[src/rtl/pwm_pkg.sv]
// pwm_pkg: shared FSM encoding and constants for the PWM duty meter.
package pwm_pkg;
  typedef enum logic [1:0] {
    S_IDLE = 2'd0,
    S_HIGH = 2'd1,
    S_LOW  = 2'd2
  } state_e;
  localparam int PCT_SCALE = 100;
  localparam int QUOT_W    = 7;
endpackage

[src/rtl/pwm_duty_div.sv]
// pwm_duty_div: restoring divider producing a QUOT_W-bit quotient in QUOT_W cycles.
module pwm_duty_div
  import pwm_pkg::*;
#(
  parameter int CNT_W = 16
) (
  input  logic                    clk,
  input  logic                    rst,
  input  logic                    start,
  input  logic                    abort,
  input  logic [CNT_W+QUOT_W-1:0] dividend,
  input  logic [CNT_W-1:0]        divisor,
  output logic                    busy,
  output logic                    done,
  output logic [QUOT_W-1:0]       quotient
);
  localparam int NUM_W = CNT_W + QUOT_W;
  localparam int IT_W  = $clog2(QUOT_W + 1);
  localparam logic [IT_W-1:0] ITERS = IT_W'(QUOT_W);
  localparam logic [IT_W-1:0] IT_ONE = IT_W'(1);
  logic [NUM_W-1:0]  rem_q, den_q;
  logic [QUOT_W-2:0] quo_q;
  logic [IT_W-1:0]   it_q;
  logic              busy_q, ge;
  // Quotient is known to fit QUOT_W bits, so the divisor starts pre-shifted by QUOT_W-1.
  assign ge       = rem_q >= den_q;
  assign busy     = busy_q;
  assign done     = busy_q & (it_q == IT_ONE);
  assign quotient = {quo_q, ge};
  always_ff @(posedge clk) begin
    if (!rst) begin
      rem_q  <= '0;
      den_q  <= '0;
      quo_q  <= '0;
      it_q   <= '0;
      busy_q <= 1'b0;
    end else if (abort) begin
      busy_q <= 1'b0;
    end else if (start & (~busy_q | done)) begin
      rem_q  <= dividend;
      den_q  <= NUM_W'(divisor) << (QUOT_W - 1);
      quo_q  <= '0;
      it_q   <= ITERS;
      busy_q <= 1'b1;
    end else if (busy_q) begin
      rem_q  <= ge ? rem_q - den_q : rem_q;
      den_q  <= den_q >> 1;
      quo_q  <= quotient[QUOT_W-2:0];
      it_q   <= it_q - IT_ONE;
      busy_q <= ~done;
    end
  end
endmodule

[src/rtl/pwm_duty_meter.sv]
// pwm_duty_meter: measures PWM high time, period and duty percentage with stuck detection.
module pwm_duty_meter
  import pwm_pkg::*;
#(
  parameter int CNT_W   = 16,
  parameter int TIMEOUT = 1000
) (
  input  logic              clk,
  input  logic              rst,
  input  logic              pwm_in,
  output logic [CNT_W-1:0]  high_cnt,
  output logic [CNT_W-1:0]  period_cnt,
  output logic [QUOT_W-1:0] duty_pct,
  output logic              meas_valid,
  output logic              stuck_hi,
  output logic              stuck_lo
);
  localparam int NUM_W = CNT_W + QUOT_W;
  localparam logic [CNT_W-1:0] TO_LAST = CNT_W'(TIMEOUT - 1);
  localparam logic [CNT_W-1:0] TO_FULL = CNT_W'(TIMEOUT);
  localparam logic [CNT_W-1:0] ONE     = CNT_W'(1);
  state_e            state_q, state_d;
  logic              sync1_q, sync2_q, prev_q;
  logic [CNT_W-1:0]  cnt_q, idle_q, high_lat_q, cap_high_q, cap_per_q;
  logic [CNT_W-1:0]  high_cnt_q, period_cnt_q;
  logic [QUOT_W-1:0] duty_q, div_quot;
  logic              meas_valid_q, stuck_hi_q, stuck_lo_q;
  logic              rise, fall, edge_det, timeout, start, lat_high, accept;
  logic              div_busy, div_done;
  logic [NUM_W-1:0]  dividend;
  assign rise       = sync2_q & ~prev_q;
  assign fall       = ~sync2_q & prev_q;
  assign edge_det   = rise | fall;
  assign timeout    = (idle_q == TO_LAST) & ~edge_det;
  assign accept     = start & (~div_busy | div_done);
  assign dividend   = NUM_W'(high_lat_q) * NUM_W'(PCT_SCALE);
  assign high_cnt   = high_cnt_q;
  assign period_cnt = period_cnt_q;
  assign duty_pct   = duty_q;
  assign meas_valid = meas_valid_q;
  assign stuck_hi   = stuck_hi_q;
  assign stuck_lo   = stuck_lo_q;
  always_comb begin
    lat_high = (state_q == S_HIGH) & fall;
    start    = (state_q == S_LOW) & rise;
    state_d  = timeout ? S_IDLE : (rise ? S_HIGH : (lat_high ? S_LOW : state_q));
  end
  // cnt_q holds cycles since the last rise, so it reads high time at a fall and period at a rise.
  always_ff @(posedge clk) begin
    if (!rst) begin
      state_q      <= S_IDLE;
      sync1_q      <= 1'b0;
      sync2_q      <= 1'b0;
      prev_q       <= 1'b0;
      cnt_q        <= '0;
      idle_q       <= '0;
      high_lat_q   <= '0;
      cap_high_q   <= '0;
      cap_per_q    <= '0;
      high_cnt_q   <= '0;
      period_cnt_q <= '0;
      duty_q       <= '0;
      meas_valid_q <= 1'b0;
      stuck_hi_q   <= 1'b0;
      stuck_lo_q   <= 1'b0;
    end else begin
      state_q      <= state_d;
      sync1_q      <= pwm_in;
      sync2_q      <= sync1_q;
      prev_q       <= sync2_q;
      cnt_q        <= rise ? ONE : (&cnt_q ? cnt_q : cnt_q + ONE);
      idle_q       <= edge_det ? '0 : (idle_q == TO_FULL ? idle_q : idle_q + ONE);
      meas_valid_q <= timeout | div_done;
      if (lat_high) high_lat_q <= cnt_q;
      if (accept) begin
        cap_high_q <= high_lat_q;
        cap_per_q  <= cnt_q;
      end
      if (timeout) begin
        stuck_hi_q   <= sync2_q;
        stuck_lo_q   <= ~sync2_q;
        duty_q       <= sync2_q ? QUOT_W'(PCT_SCALE) : '0;
        high_cnt_q   <= '0;
        period_cnt_q <= '0;
      end else begin
        if (edge_det) begin
          stuck_hi_q <= 1'b0;
          stuck_lo_q <= 1'b0;
        end
        if (div_done) begin
          high_cnt_q   <= cap_high_q;
          period_cnt_q <= cap_per_q;
          duty_q       <= div_quot;
        end
      end
    end
  end
  pwm_duty_div #(.CNT_W(CNT_W)) u_div (
    .clk     (clk),
    .rst     (rst),
    .start   (start),
    .abort   (timeout),
    .dividend(dividend),
    .divisor (cnt_q),
    .busy    (div_busy),
    .done    (div_done),
    .quotient(div_quot)
  );
endmodule

[config.mk]
export PLATFORM = sky130hd
export DESIGN_NAME = pwm_duty_meter
export DESIGN_NICKNAME = d
export VERILOG_FILES = /design/src/rtl/pwm_pkg.sv /design/src/rtl/pwm_duty_div.sv /design/src/rtl/pwm_duty_meter.sv
export SDC_FILE = /design/constraint.sdc
export NUM_CORES = 1
export LEC_CHECK = 0
export BUFFER_PORTS_ARGS = -buffer_cell sky130_fd_sc_hd__clkbuf_2
export CAP_MARGIN = 20
export CORE_MARGIN = 10
export CORE_UTILIZATION = 67
export DETAILED_ROUTE_END_ITERATION = 8
export PLACE_DENSITY = 0.95
export SYNTH_ARGS = -nofsm -noshare
export SYNTH_HDL_FRONTEND = slang
export SYNTH_SLANG_ARGS = --single-unit
[constraint.sdc]
create_clock -name clk -period 5.9 [get_ports clk]
set_input_delay 0.885 -clock clk [delete_from_list [all_inputs] [get_ports clk]]
set_output_delay 0.885 -clock clk [all_outputs]
set_load 0.005 [all_outputs]
Word level (Yosys, flattened, before mapping)
Cells that the tools add are included.

storage, ports and cells
  register bits after elaboration = 183
  output and inout bits = 42
  word-level logic and storage cells = 84
  input port bits = 3

operators by class
  add/subtract/negate cells = 4
  equal/unequal tests = 6
  multipliers = 1
  muxes and demuxes = 21
  bitwise operators = 17
  reductions and logical operators = 12
  $lt $le $gt $ge = 1

operators by type and width
  operator                                             count
  two-way mux 23 bit                                   5
  adder 16 x 1 -> 16 bit (second input constant)       2
  == test 16 x 10 -> 1 bit (second input constant)     2
  greater-or-equal comparator 23 bit                   1
  subtractor 23 bit                                    1
  multiplier 16 x 5 -> 21 bit (second input constant)  1
  two-way mux 7 bit                                    3
  AND reduction 16 bit                                 1
  two-way mux 6 bit                                    2
  nonzero test 2 bit                                   5
  two-way mux 1 bit                                    9
  AND 1 bit                                            7
  inverter 1 bit                                       7
  two-way mux 3 bit                                    2
  OR reduction 2 bit                                   3
  == test 3 x 1 -> 1 bit (second input constant)       1
  bitwise OR 1 bit                                     3
  AND reduction 3 bit                                  1
  OR reduction 3 bit                                   1
  subtractor 3 x 1 -> 3 bit (second input constant)    1
  == test 2 x 1 -> 1 bit (second input constant)       1
  == test 2 bit (second input constant)                1
  inequality test 2 bit (second input constant)        1
  AND reduction 2 bit                                  1

Logic depth before layout (Yosys ltp)
Gate-level depths: netlist of run 1.

  depth in word-level cells = 7
  gate-level depth with buffers = 14
  gate-level depth less buffers = 14

Hierarchy
Synthesis of run 1 repeated with hierarchy kept, for this count alone.

unflattened totals
  cell total of the unflattened synthesis = 1210
  area, all modules = 10276.1 um^2

by module, submodules not included
  module          area each (um^2)  times used  seq. area each (um^2)  cells each
  pwm_duty_meter  6582.6            1           2542.4                 733
  pwm_duty_div    3693.5            1           1101.1                 477

Worst setup path after synthesis of run 1
No wires, ideal clock.

  path type = flip-flop to flip-flop
  start point = reg high_lat_q[3]
  end point = reg u_div.rem_q[22]
  data required time = 5.775 ns
  slack = 2.500 ns
  period minus slack after synthesis = 3.400 ns
  cell stages (with the launch flop) = 13
  arrival = 3.275 ns
  path buffers = 0
  library setup time = 0.125 ns
  path through = dfxtp_1 ha_1 ha_1 fa_1 ha_1 a211oi_1 o21ai_0 a31oi_1 nand3_1 a31oi_1 xnor2_1 nor2_1 o41a_1

on the way
  cells in the longest elaborated chain, start to end = 2

RTL lines
  what                         line                  source
  start, declared              pwm_duty_meter.sv:24  logic [CNT_W-1:0] cnt_q, idle_q, high_lat_q, cap_high_q, cap_per_q;
  start signal, assigned       pwm_duty_meter.sv:74  if (lat_high) high_lat_q <= cnt_q;
  multiplier 16 x 5 -> 21 bit  pwm_duty_meter.sv:36  assign dividend = NUM_W'(high_lat_q) * NUM_W'(PCT_SCALE);
  two-way mux 23 bit           pwm_duty_div.sv:39    end else if (start & (~busy_q | done)) begin
  end signal, assigned         pwm_duty_div.sv:40    rem_q <= dividend;
  end signal, assigned         pwm_duty_div.sv:46    rem_q <= ge ? rem_q - den_q : rem_q;
  end, declared                pwm_duty_div.sv:21    logic [NUM_W-1:0] rem_q, den_q;

No other way between the ends.
A chain may end at the register's enable or synchronous reset.

Final worst setup path of run 1
Same ends and word-level chain as after synthesis.

==> flow_summary.json, run 1 <==
{
  "synth_mux_area_share_pct": 1.01,
  "ys_warn_count": 0,
  "setup_viol": 0,
  "root_buffer": "clkbuf_16",
  "htreeDepth": 4,
  "die_x_um": 142,
  "cts_tree": "yes",
  "async_flop_share_pct": 0,
  "synth_compound_area_share_pct": 20.3,
  "synth-seq-cells": 182,
  "grt_pass1_wl_um": 42200,
  "dp_hpwl_um": 16700,
  "num_antenna_cells": 0,
  "critPathRequiredTime_ns": 6.23,
  "grt_use_total_pct": 25.4,
  "fmax_ghz": 0.255,
  "dp_worst_setup_slack_ns": 2.15,
  "portBuffers": 44,
  "synth_ff_type": "dfxtp_1",
  "cts-hold-fix-buffers": 0,
  "antenna_found_initial": 0,
  "leakagePower_nw": 4.77,
  "dr.pass1.iters": 8,
  "core-area_um2": 14500,
  "final_common_cell": "nand2_1",
  "worstMarginPinSlew_ns": 0.780,
  "synth_edf_count": 0,
  "finalWorstSetupSlack_ns": 1.99,
  "maxCapViolations": 0,
  "die-area_um2": 20000,
  "crit_path_frequent_cell": "ha_1",
  "syn-cell-area_um2": 9900,
  "grt_pass1_vias": 8693,
  "crit_fanout": 5,
  "synth_cells": 1186,
  "path_class": "flip-flop to flip-flop",
  "vias": 8787,
  "area_growth_pct": 9.28,
  "cp.arrival_ns": 4.24,
  "finalHoldViolations": 0,
  "fp.dieH_um": 142,
  "clock-sinks": 182,
  "peakVddDrop_v": 0.000227,
  "post_cts_resized": 0,
  "crit_slowest_cell": "fa_1",
  "finalSetupTns_ns": 0,
  "post-cts-setup-buffers": 0,
  "synth_top_family_by_area": "compound AO/OA/AOI/OAI gates",
  "drtAntennaViolNets": 0,
  "rows": 44,
  "slew_violations": 0,
  "max_slew_margin_pct": 48.0,
  "start_util_pct": 68.4,
  "wire_per_inst_um": 18.3,
  "cp_num_buf_inv": 0,
  "post_synth_and_or_nand_nor_area_fraction_pct": 18.4,
  "synthesis.nets": 1283,
  "insertion_delay_ns": 0.45,
  "fin_skew_ns": 0.0115,
  "cts_buffers": 17,
  "drc": 0,
  "critical_path.top_delay_family": "compound AO/OA/AOI/OAI gates",
  "grt_overflow_total": 0,
  "clk_transition_reported_paths_ns": 0.08,
  "cp-end-kind": "flip-flop",
  "hp-class": "flip-flop to flip-flop",
  "drt-initial-drc-count": 1198,
  "path_cells": "ha_1 > ha_1 > fa_1 > ha_1 > a211oi_1 > o21ai_0 > a31oi_1 > nand3_1 > a31oi_1 > xnor2_1 > nor2_1 > o41a_1",
  "rsz0062_at_grt": "false",
  "io-pin-count": 45,
  "final_cell_mix": "233 x nand2_1, 182 x dfxtp_1, 84 x inv_1",
  "wl_um": 25600,
  "start_kind": "flip-flop",
  "syn_avg_cell_area_um2": 8.34,
  "outcome": "complete, no violations",
  "drive_above_1_share_pct": 8.42,
  "gp_congestion": 0.948,
  "synth-xor-area-share_pct": 4.87,
  "fin_crit_ns": 3.91,
  "ys_seq_area_share_pct": 36.8,
  "synthAdderAreaFrac_pct": 12.8,
  "final_nets": 1295,
  "cpPeakStageDelay_ns": 0.47,
  "ys_types": 65,
  "grt_max_degree": 77,
  "cts.path.max_buffers": 2,
  "period_share_pct": 66.4,
  "power.density_nw_per_um2": 233,
  "vias_per_cell": 6.30
}
==> state kept, by name, indices dropped and copies added, names as in the netlist, 16 cells and up <==
register     count
cap_high_q      16
cap_per_q       16
cnt_q           16
high_cnt        16
high_lat_q      16
idle_q          16
period_cnt      16
u_div.den_q     22
u_div.rem_q     23
==> layout make-up <==
type | instances | area (um^2)
Timing Repair Buffer | 53 | 288
Inverter | 84 | 315
Sequential cell | 182 | 3640
Clock buffer | 17 | 425
Clock inverter | 15 | 209
Multi-Input combinational cell | 860 | 5700
Tap cell | 184 | 230
Fill cell | 849 | 3660
==> power breakdown <==
part	leakage, nW	total, mW	internal, mW	switching [mW]
clock	0.302	1.22	0.653	0.562
combinational	3.00	0.0661	0.0239	0.0422
sequential	1.47	1.24	1.23	0.00732
total	4.77	2.52	1.91	0.612
==> kinds of logic (layout without fill, tap and decap cells) <==
kind of cell    Yosys count  count (layout)
simple gates            408             408
compound gates          293             293
flops                   182             182
buf+inv                 144             169
fa+ha+maj                94              94
xor+xnor                 55              55
mux                      10              10
==> synth_stat cells, drive strengths merged, types with 3 or more instances <==
master / instances / area share [%]
nand2: 235 / 8.9
dfxtp: 182 / 37
inv: 84 / 3.2
ha: 82 / 10
a21oi: 81 / 4.1
a21boi: 63 / 4.8
nor2: 58 / 2.2
clkbuf: 45 / 1.7
nand3: 34 / 1.8
o21ai: 30 / 1.6
xor2: 30 / 2.7
o211a: 26 / 2.6
xnor2: 25 / 2.2
o211ai: 23 / 1.7
a21o: 15 / 1.1
buf: 15 / 0.87
a31oi: 14 / 0.88
and2: 12 / 0.76
and3: 12 / 0.76
fa: 12 / 2.4
nor3: 11 / 0.67
mux2i: 10 / 1.0
o21a: 9 / 0.68
a211oi: 8 / 0.61
nand4: 8 / 0.51
nand2b: 7 / 0.44
and4: 5 / 0.44
nor2b: 5 / 0.32
or2: 4 / 0.25
nand3b: 3 / 0.23
nor4: 3 / 0.19
o21bai: 3 / 0.23
o221ai: 3 / 0.27
or3: 3 / 0.19
==> per-layer routing <==
metal,vias to the layer above,track usage (%),wire (um)
li1,4087,-,-
met1,4139,29.9,9890
met2,455,42.1,12300
met3,106,5.94,2270
met4,0,12.9,1160
met5,-,0,0
==> final timing paths <==
| kind | cells past startpoint | slack (ns) | to | start |
|---|---|---|---|---|
| setup / recovery | 12 | 1.99 | u_div.rem_q[22] | high_lat_q[3] |
| hold / removal | 1 | 0.44 | sync2_q | sync1_q |
| setup reg to reg | 12 | 1.99 | u_div.rem_q[22] | high_lat_q[3] |
| hold reg to reg | 1 | 0.44 | sync2_q | sync1_q |
==> stage by stage <==
| step | hold slack [ns] | cell area [um^2] | util (%) | power [mW] | instances |
|---|---|---|---|---|---|
| finish | 0.445 | 10800 | 74.7 | 2.52 | 1395 |
| floorplan | 0.412 | 9900 | - | 1.32 | 1186 |
| global route | 0.472 | 10800 | 74.7 | 2.57 | 1395 |
| global placement | 0.415 | 10200 | 70.3 | 1.33 | 1362 |
| CTS | 0.443 | 10800 | 74.6 | 2.52 | 1394 |
| detailed placement | 0.425 | 10200 | 70.3 | 1.33 | 1362 |
Power figures use the tool's default switching activity.
==> run 2, diff against run 1 <==
--- a/config.mk
+++ b/config.mk
@@ -8,9 +8,9 @@
 export BUFFER_PORTS_ARGS = -buffer_cell sky130_fd_sc_hd__clkbuf_2
 export CAP_MARGIN = 20
 export CORE_MARGIN = 10
-export CORE_UTILIZATION = 67
+export CORE_UTILIZATION = 62
 export DETAILED_ROUTE_END_ITERATION = 8
-export PLACE_DENSITY = 0.95
+export PLACE_DENSITY = 0.9
 export SYNTH_ARGS = -nofsm -noshare
 export SYNTH_HDL_FRONTEND = slang
 export SYNTH_SLANG_ARGS = --single-unit
==> constraint.sdc (replaced) <==
create_clock -name clk -period 4 [get_ports clk]
set_input_delay 0.6 -clock clk [delete_from_list [all_inputs] [get_ports clk]]
set_output_delay 0.6 -clock clk [all_outputs]
set_load 0.005 [all_outputs]
==> run 2 against run 1 <==
  * Setup slack lost 1.8 ns
  * Combinational power is 46% higher
  * Sequential power grew 48%
  * Final area rose by 0.21%
  * Flip-flop and latch count stayed put
  * Non-clock buffer count up 2
  * Routed wire length down 5.8%
  * Power up 42%
  * Critical path type unchanged
  * Clock skew shrank 0.0017 ns
  * Count of clock-buffer cells in the layout grew 2
  * Utilization fell by 6.0 points
==> flow_summary.json, run 2 (synthesis results as in run 1) <==
{
  "critical_path.top_delay_family": "adder cells",
  "leakagePower_nw": 4.77,
  "rr_endpoint": "u_div.rem_q[22]",
  "critPathRequiredTime_ns": 4.32,
  "drive_above_1_share_pct": 8.74,
  "max_slew_margin_pct": 26.2,
  "power_frac_clock_pct": 46.3,
  "min_to": "sync1_q",
  "p_int_mw": 2.72,
  "worstMarginPinSlew_ns": 1.10,
  "final_cell_mix": "233 x nand2_1, 182 x dfxtp_1, 84 x inv_1",
  "slew_violations": 0,
  "r2r-start": "high_lat_q[3]",
  "combPwrFrac_pct": 2.7,
  "dp_hpwl_um": 16900,
  "crit_slowest_cell": "fa_1",
  "root_buffer": "clkbuf_16",
  "reg_top3": "u_div.rem_q (23), u_div.den_q (22)",
  "vias_per_cell": 5.99,
  "clock-sinks": 182,
  "final_nets": 1297,
  "power_frac_seq_pct": 51.0,
  "outcome": "complete, no violations",
  "dr.pass1.iters": 6,
  "hp-class": "input pin to flip-flop",
  "cts_buffers": 17,
  "power.net_switching_mw": 0.869,
  "n_fill_cell": 1154,
  "finalHoldViolations": 0,
  "grt_pass1_wl_um": 41000,
  "crit_path_frequent_cell": "ha_1",
  "htreeDepth": 4,
  "die_x_um": 146,
  "drtAntennaViolNets": 0,
  "die-area_um2": 21400,
  "start_kind": "flip-flop",
  "path_cells": "ha_1 > ha_1 > fa_1 > ha_1 > a211oi_2 > o21ai_0 > a31oi_2 > nand3_1 > a31oi_1 > xnor2_1 > nor2_1 > o41a_1",
  "crit_fanout": 5,
  "path_class": "flip-flop to flip-flop",
  "post-cts-setup-buffers": 0,
  "portBuffers": 44,
  "grt_max_degree": 64,
  "grt_overflow_total": 0,
  "core-area_um2": 15800,
  "cp_num_buf_inv": 0,
  "cp-end-kind": "flip-flop",
  "cts-hold-fix-buffers": 0,
  "grt_use_total_pct": 22.6,
  "wire_per_inst_um": 16.9,
  "peakVddDrop_v": 0.000290,
  "fp.dieH_um": 146,
  "drt-initial-drc-count": 822,
  "start_util_pct": 62.8,
  "maxCapViolations": 0,
  "wl_um": 24100,
  "vias": 8562,
  "final_common_cell": "nand2_1",
  "fmax_ghz": 0.264,
  "fin_crit_ns": 3.79,
  "post_cts_resized": 0,
  "power.density_nw_per_um2": 331,
  "largest_register": "u_div.rem_q",
  "area_growth_pct": 9.51,
  "setup_viol": 0,
  "ff2ff_path_depth": 12,
  "finalInstanceArea_um2": 10800,
  "cp.arrival_ns": 4.11,
  "crit_cells": 12,
  "rows": 46,
  "fin_skew_ns": 0.00985,
  "gp_congestion": 0.948,
  "period_share_pct": 94.8,
  "io-pin-count": 45,
  "grt_pass1_vias": 8429,
  "cts_tree": "yes",
  "p_total_mw": 3.58,
  "whs_path_depth": 2,
  "insertion_delay_ns": 0.44,
  "largest_reg_flops": 23,
  "drc": 0,
  "switching_share_pct": 24.2,
  "cts.path.max_buffers": 2,
  "cpPeakStageDelay_ns": 0.47,
  "clk_transition_reported_paths_ns": 0.07,
  "placed_area_um2": 10200,
  "hold_start": "pwm_in",
  "reg2reg_slack_ns": 0.21,
  "antenna_found_initial": 0,
  "num_antenna_cells": 0
}
run 2: cell count changes in the layout (fill, tap and decap cells not counted), sizes merged:
cell and delta:
clkinvlp -1, inv +2, bufinv -2, clkinv -1
clkbuf +1, buf +3
run 2: final cells by class:
cell class | count | area (um^2) | area share, %
Clock inverter | 13 | 125 | 1.15
Multi-Input combinational cell | 860 | 5720 | 52.7
Clock buffer | 19 | 453 | 4.18
Sequential cell | 182 | 3640 | 33.6
Inverter | 84 | 315 | 2.91
Tap cell | 216 | 270 | 2.49
Timing Repair Buffer | 55 | 315 | 2.91
run 2: worst register-to-register path, stage by stage (launching register included):
cell and delay (ns):
dfxtp_1 0.43, ha_1 0.28, ha_1 0.32, fa_1 0.47, ha_1 0.38, a211oi_2 0.28
o21ai_0 0.24, a31oi_2 0.28, nand3_1 0.12, a31oi_1 0.23, xnor2_1 0.15, nor2_1 0.06
o41a_1 0.42
run 2: worst max-delay path by stage:
stage / from / to / slack [ns]
global placement: high_lat_q[3] / u_div.rem_q[22] / 0.38
global route: high_lat_q[8] / u_div.rem_q[22] / -0.01
CTS: high_lat_q[3] / u_div.rem_q[22] / 0.15
floorplan: high_lat_q[3] / u_div.rem_q[22] / 0.60
finish: high_lat_q[3] / u_div.rem_q[22] / 0.21
detailed placement: high_lat_q[3] / u_div.rem_q[22] / 0.18
run 2: per-stage QoR:
step / setup slack [ns] / std cells / TNS, ns / hold WS, ns / utilization [%]
floorplan: 0.600 / 1186 / 0 / 0.412 / -
global placement: 0.381 / 1397 / 0 / 0.418 / 65.0
detailed placement: 0.180 / 1397 / 0 / 0.427 / 65.0
CTS: 0.146 / 1429 / 0 / 0.364 / 68.7
global route: -0.0121 / 1429 / -0.0121 / 0.363 / 68.7
finish: 0.206 / 1429 / 0 / 0.365 / 68.7
run 2: power groups by stage:
| stage | combinational [mW] | clock [mW] | sequential [mW] |
|---|---|---|---|
| 2_1_floorplan | 0.0748 | 0 | 1.87 |
| 3_3_place_gp | 0.0918 | 0 | 1.87 |
| 3_5_place_dp | 0.0947 | 0 | 1.87 |
| 4_1_cts | 0.0959 | 1.66 | 1.83 |
| 5_1_grt | 0.107 | 1.73 | 1.83 |
| 6_report | 0.0966 | 1.66 | 1.83 |
run 2: metal layers:
metal / vias up / part of all wire, % / track usage (%)
met4: 0 / 3.1 / 8.86
met2: 343 / 48 / 38.8
met3: 72 / 7.1 / 4.82
met1: 4051 / 42 / 26.9
met5: - / 0 / 0
li1: 4096 / - / -
